--- src/rtl/csc_group_tracker_pkg.sv ---
// Shared encodings for the CSC ping-pong group tracker: per-group status
// values and the consumer FSM state type.
package csc_group_tracker_pkg;

    localparam logic [1:0] CSC_GRP_IDLE    = 2'd0;
    localparam logic [1:0] CSC_GRP_RUNNING = 2'd1;
    localparam logic [1:0] CSC_GRP_PENDING = 2'd2;

    typedef enum logic [1:0] {
        ST_IDLE = 2'd0,
        ST_RUN  = 2'd1,
        ST_DONE = 2'd2
    } csc_state_e;

endpackage

--- src/rtl/csc_group_tracker.sv ---
// Consumer-side controller for the CSC ping-pong register groups.
// Optional completed-layer counter: define NVDLA_CSC_LAYER_CNT_EN.
module csc_group_tracker
    import csc_group_tracker_pkg::*;
#(
    parameter int CNT_W = 32
) (
    input  logic       nvdla_core_clk,
    input  logic       nvdla_core_rstn,
    input  logic       reg2dp_op_en_0,
    input  logic       reg2dp_op_en_1,
    input  logic       dp2reg_done,
    output logic       consumer,
    output logic [1:0] status_0,
    output logic [1:0] status_1,
    output logic       layer_start,
    output logic       layer_group,
    output logic       op_en_clr_0,
    output logic       op_en_clr_1,
    output logic       busy
`ifdef NVDLA_CSC_LAYER_CNT_EN
    ,
    output logic [CNT_W-1:0] layer_cnt
`endif
);

    if (CNT_W < 1) begin : g_cnt_w_check
        $error("csc_group_tracker: CNT_W must be at least 1");
    end

    csc_state_e state_q;
    csc_state_e next_state;
    logic       consumer_q;
    logic       layer_group_q;
    logic       layer_start_q;
    logic [1:0] status_0_q;
    logic [1:0] status_1_q;

    logic       cur_op_en;
    logic       launch;
    logic       next_group;
    logic       next_active;
    logic [1:0] status_0_next;
    logic [1:0] status_1_next;

    // Only the consumer group may launch; the other group's op_en is ignored
    assign cur_op_en = consumer_q ? reg2dp_op_en_1 : reg2dp_op_en_0;

    always_ff @(posedge nvdla_core_clk or negedge nvdla_core_rstn) begin
        if (!nvdla_core_rstn) begin
            state_q <= ST_IDLE;
        end else begin
            state_q <= next_state;
        end
    end

    always_comb begin
        next_state = state_q;
        case (state_q)
            ST_IDLE: if (cur_op_en)   next_state = ST_RUN;
            ST_RUN:  if (dp2reg_done) next_state = ST_DONE;
            ST_DONE: next_state = ST_IDLE;
            default: next_state = ST_IDLE;
        endcase
    end

    // Status is computed from next-state values so it lines up with the FSM
    always_comb begin
        launch      = (state_q == ST_IDLE) && (next_state == ST_RUN);
        next_group  = launch ? consumer_q : layer_group_q;
        next_active = (next_state != ST_IDLE);

        if (next_active && !next_group) begin
            status_0_next = CSC_GRP_RUNNING;
        end else if (reg2dp_op_en_0) begin
            status_0_next = CSC_GRP_PENDING;
        end else begin
            status_0_next = CSC_GRP_IDLE;
        end

        if (next_active && next_group) begin
            status_1_next = CSC_GRP_RUNNING;
        end else if (reg2dp_op_en_1) begin
            status_1_next = CSC_GRP_PENDING;
        end else begin
            status_1_next = CSC_GRP_IDLE;
        end
    end

    always_ff @(posedge nvdla_core_clk or negedge nvdla_core_rstn) begin
        if (!nvdla_core_rstn) begin
            consumer_q    <= 1'b0;
            layer_group_q <= 1'b0;
            layer_start_q <= 1'b0;
            status_0_q    <= CSC_GRP_IDLE;
            status_1_q    <= CSC_GRP_IDLE;
        end else begin
            consumer_q    <= consumer_q ^ (state_q == ST_DONE);
            layer_group_q <= next_group;
            layer_start_q <= launch;
            status_0_q    <= status_0_next;
            status_1_q    <= status_1_next;
        end
    end

    assign consumer    = consumer_q;
    assign status_0    = status_0_q;
    assign status_1    = status_1_q;
    assign layer_start = layer_start_q;
    assign layer_group = layer_group_q;
    assign busy        = (state_q != ST_IDLE);
    assign op_en_clr_0 = (state_q == ST_DONE) && !layer_group_q;
    assign op_en_clr_1 = (state_q == ST_DONE) &&  layer_group_q;

`ifdef NVDLA_CSC_LAYER_CNT_EN
    logic [CNT_W-1:0] layer_cnt_q;

    // Wraps naturally at 2^CNT_W; only reset clears it
    always_ff @(posedge nvdla_core_clk or negedge nvdla_core_rstn) begin
        if (!nvdla_core_rstn) begin
            layer_cnt_q <= '0;
        end else if (state_q == ST_DONE) begin
            layer_cnt_q <= layer_cnt_q + CNT_W'(1);
        end
    end

    assign layer_cnt = layer_cnt_q;
`endif

endmodule

--- config.mk ---
export PLATFORM = sky130hd
export DESIGN_NAME = csc_group_tracker
export DESIGN_NICKNAME = d
export VERILOG_FILES = /design/src/rtl/csc_group_tracker_pkg.sv /design/src/rtl/csc_group_tracker.sv
export SDC_FILE = /design/constraint.sdc
export NUM_CORES = 1
export LEC_CHECK = 0
export CORE_AREA = 5 5 42 44
export DETAILED_ROUTE_END_ITERATION = 10
export DIE_AREA = 0 0 47 49
export PLACE_DENSITY_LB_ADDON = 0.2
export SETUP_SLACK_MARGIN = 0.2
export SYNTH_ARGS = -nofsm -noshare
export SYNTH_HDL_FRONTEND = slang
export SYNTH_SLANG_ARGS = --single-unit
--- constraint.sdc ---
create_clock -name nvdla_core_clk -period 3.3 [get_ports nvdla_core_clk]
set_input_delay 0.66 -clock nvdla_core_clk [delete_from_list [all_inputs] [get_ports nvdla_core_clk]]
set_output_delay 0.66 -clock nvdla_core_clk [all_outputs]
set_load 0.01 [all_outputs]
==> results.cfg <==
[run_status]
status = completed

[power]
switching_power_mw = 0.185
swShare_pct = 34.6
ir_drop_mv = 0.312
leakage_nw = 0.245
power_frac_seq_pct = 38.8
power.clock.fraction_pct = 15.7
power_density_nw_per_um2 = 951
comb_power_share_pct = 45.5
internal_power_mw = 0.350

[placement]
place.gp.congestion = 0.818
port-buffer-count = 14

[synthesis]
synthDistinctLibCells = 18
synthesis.nets = 41
synth.avg_cell_area_um2 = 10.8
ys_warn_count = 0
ys_seq_area_share_pct = 58.1
synth_area_um2 = 388
synth-seq-cells = 9
syn_inst_count = 36

[worst_setup_path]
cp_data_arrival_time_ns = 1.59
worstSetupStartpointType = flop
r2r_slack_ns = 2.17
worst_path_largest_cell_delay_ns = 0.54
crit_fanout = 10
timing_worst_setup_path_type = reg2out
worst-endpoint-required_ns = 2.64
critPathCaptureType = output port
crit_chain = nand2b_1 -> nor2_1 -> clkdlybuf4s50_1
crit_path_start = state_q[0]$_DFF_PN0_
slowest_stage = clkdlybuf4s50_1
rr_startpoint = state_q[0]$_DFF_PN0_

[detailed_routing]
via_count = 309
route.detailed.drc = 0
detail_route.first_pass.iterations = 2
routedWlPerCell_um = 10.5
vias_per_cell = 4.48
postRouteWirelength_um = 726
final_ant_viol_nets = 0
first_iter_violations = 6

[clock_tree]
cts_repair_resize_count = 0
clock_latency_reported_for_the_late_side_of_the_worst_skew_pair_ns = 0.26
tritoncts = built
htree_num_levels = 1
cts_buffers = 3
post_cts.repair.setup_buffers = 0
post_cts_hold_buffer_count = 0
sinks_on_the_clock_net = 9
clockBufferDepth = 2
cts.root.buffer_cell = clkbuf_4
clk_pin_slew_worst_paths_ns = 0.06

[global_route]
antenna_found_initial = 0
gr-usage-all-layers_pct = 7.83
grt_start_max_net_pins = 11
number_of_global_route_vias_before_repair = 294
grt_pass1_wl_um = 1240
globalRouteOverflowTotal = 0

[layout]
layout.core_utilization_pct = 40.2
final_layout_size_suffix_gt1_share_pct = 9.43
final_net_count = 59
area_growth_pct = 45.2
num_antenna_cells = 0

[timing]
period_needed_ns = 2.25
report.final.setup_viol = 0
finalMaxSlewViolations = 0
timing.final.hold_violations = 0
worst_case_hold_slack_ns = 0.548
totalNegativeSetupSlack_ns = 0
unrepaired_setup_endpoints_after_global_routing = no
slew_headroom_pct = 73.8
tightestPinTransition_ns = 0.392
worst_clock_skew_ns = 0.000562
max_freq_mhz = 444
finalCritPeriodShare_pct = 68.2

[floorplan]
floorplan.die.width_um = 47
fp-row-count = 14
design.die.area_um2 = 2300
starting_utilization_of_the_core_area_pct = 27.7
die_y_um = 49
floorplan.core_area_um2 = 1400
io_pins = 15

[flow_run]
max_cap_violations = 0

[worst_hold_path]
worstHoldPathType = reg2reg
hold_wc_startpoint = state_q[1]$_DFF_PN0_
routing by layer:
layer	routed length [um]	global-route usage, %	vias up	part of all wire (%)
met1	322	10.0	135	44
li1	-	-	156	-
met2	318	9.50	14	44
met4	19	6.91	0	2.6
met5	0	0	-	0
met3	65	3.32	4	9.0
worst max-delay path, delay by kind of cell (launching register included):
family / cells / cell delay, ns
AND/OR/NAND/NOR: 2 / 0.34
buffers and inverters: 1 / 0.54
flip-flops: 1 / 0.46
synthesized netlist by cell type:
| master | count | area [um^2] |
|---|---|---|
| dfrtp_1 | 9 | 225 |
| o21ai_1 | 1 | 5.00 |
| a211oi_1 | 1 | 7.51 |
| a22oi_1 | 1 | 7.51 |
| o31ai_2 | 1 | 12.5 |
| or2_4 | 1 | 8.76 |
| nor3b_1 | 1 | 7.51 |
| and2b_1 | 1 | 7.51 |
| xnor2_1 | 1 | 8.76 |
| inv_1 | 3 | 11.3 |
| a21oi_1 | 4 | 20.0 |
| and3_1 | 1 | 6.26 |
| buf_6 | 1 | 11.3 |
| nor2_1 | 4 | 15.0 |
| nor2b_1 | 1 | 6.26 |
| nand2b_1 | 2 | 12.5 |
| nand2_1 | 2 | 7.51 |
| o21a_1 | 1 | 7.51 |
layout by cell type (no fill, tap or decap):
master,count
and2b_1,1
o21a_1,1
clkdlybuf4s50_1,14
nor3b_1,1
a21oi_1,4
or2_4,1
o31ai_2,1
nor2_1,4
o21ai_1,1
a211oi_1,1
nor2b_1,1
and3_1,1
nand2_1,2
xnor2_1,1
inv_1,3
dfrtp_1,9
clkbuf_1,1
a22oi_1,1
nand2b_1,2
clkbuf_4,3
path summary, 6_finish.rpt:
check | endpoint | cells after the start
hold / removal | status_0[0]$_DFF_PN0_ | 1
min in group asynchronous | status_0[1]$_DFF_PN0_ | 1
hold reg to reg | status_0[0]$_DFF_PN0_ | 1
max in group asynchronous | state_q[1]$_DFF_PN0_ | 1
setup / recovery | op_en_clr_1 | 3
setup reg to reg | layer_group$_DFF_PN0_ | 3
power by group through the flow:
stage / combinational, mW / sequential, mW / clock (mW)
finish: 0.244 / 0.208 / 0.0839
floorplan: 0.128 / 0.214 / 0
detailed placement: 0.245 / 0.209 / 0
global route: 0.266 / 0.220 / 0.0960
global placement: 0.246 / 0.210 / 0
CTS: 0.247 / 0.208 / 0.0881
metrics by stage:
step	power [mW]	cell area (um^2)	cells	setup slack, ns
after detailed placement	0.455	537	65	1.33
after CTS	0.543	563	69	1.04
after global placement	0.456	537	65	1.35
after global routing	0.582	563	69	0.950
final	0.535	563	69	1.05
after floorplan	0.342	388	36	1.81
registers in the layout, indices dropped and copies added, names as in the netlist:
signal / cells
state_q: 2
status_0: 2
status_1: 2
consumer: 1
layer_group: 1
layer_start: 1
cells by family after synthesis:
family / count (synthesis) / synth area share (%)
and+or+nand+nor: 13 / 18.4
AOI/OAI and AO/OA: 9 / 15.5
DFF: 9 / 58.1
buffers and inverters: 4 / 5.81
xor gates and xnor gates: 1 / 2.26
area by class of cell:
| type | instances | area, um^2 |
|---|---|---|
| Sequential cell | 9 | 225 |
| Timing Repair Buffer | 14 | 140 |
| Inverter | 3 | 11.3 |
| Multi-Input combinational cell | 23 | 140 |
| Fill cell | 144 | 838 |
| Clock buffer | 4 | 26.3 |
| Tap cell | 16 | 20.0 |
Note: power is estimated with default switching activity, not from simulation.
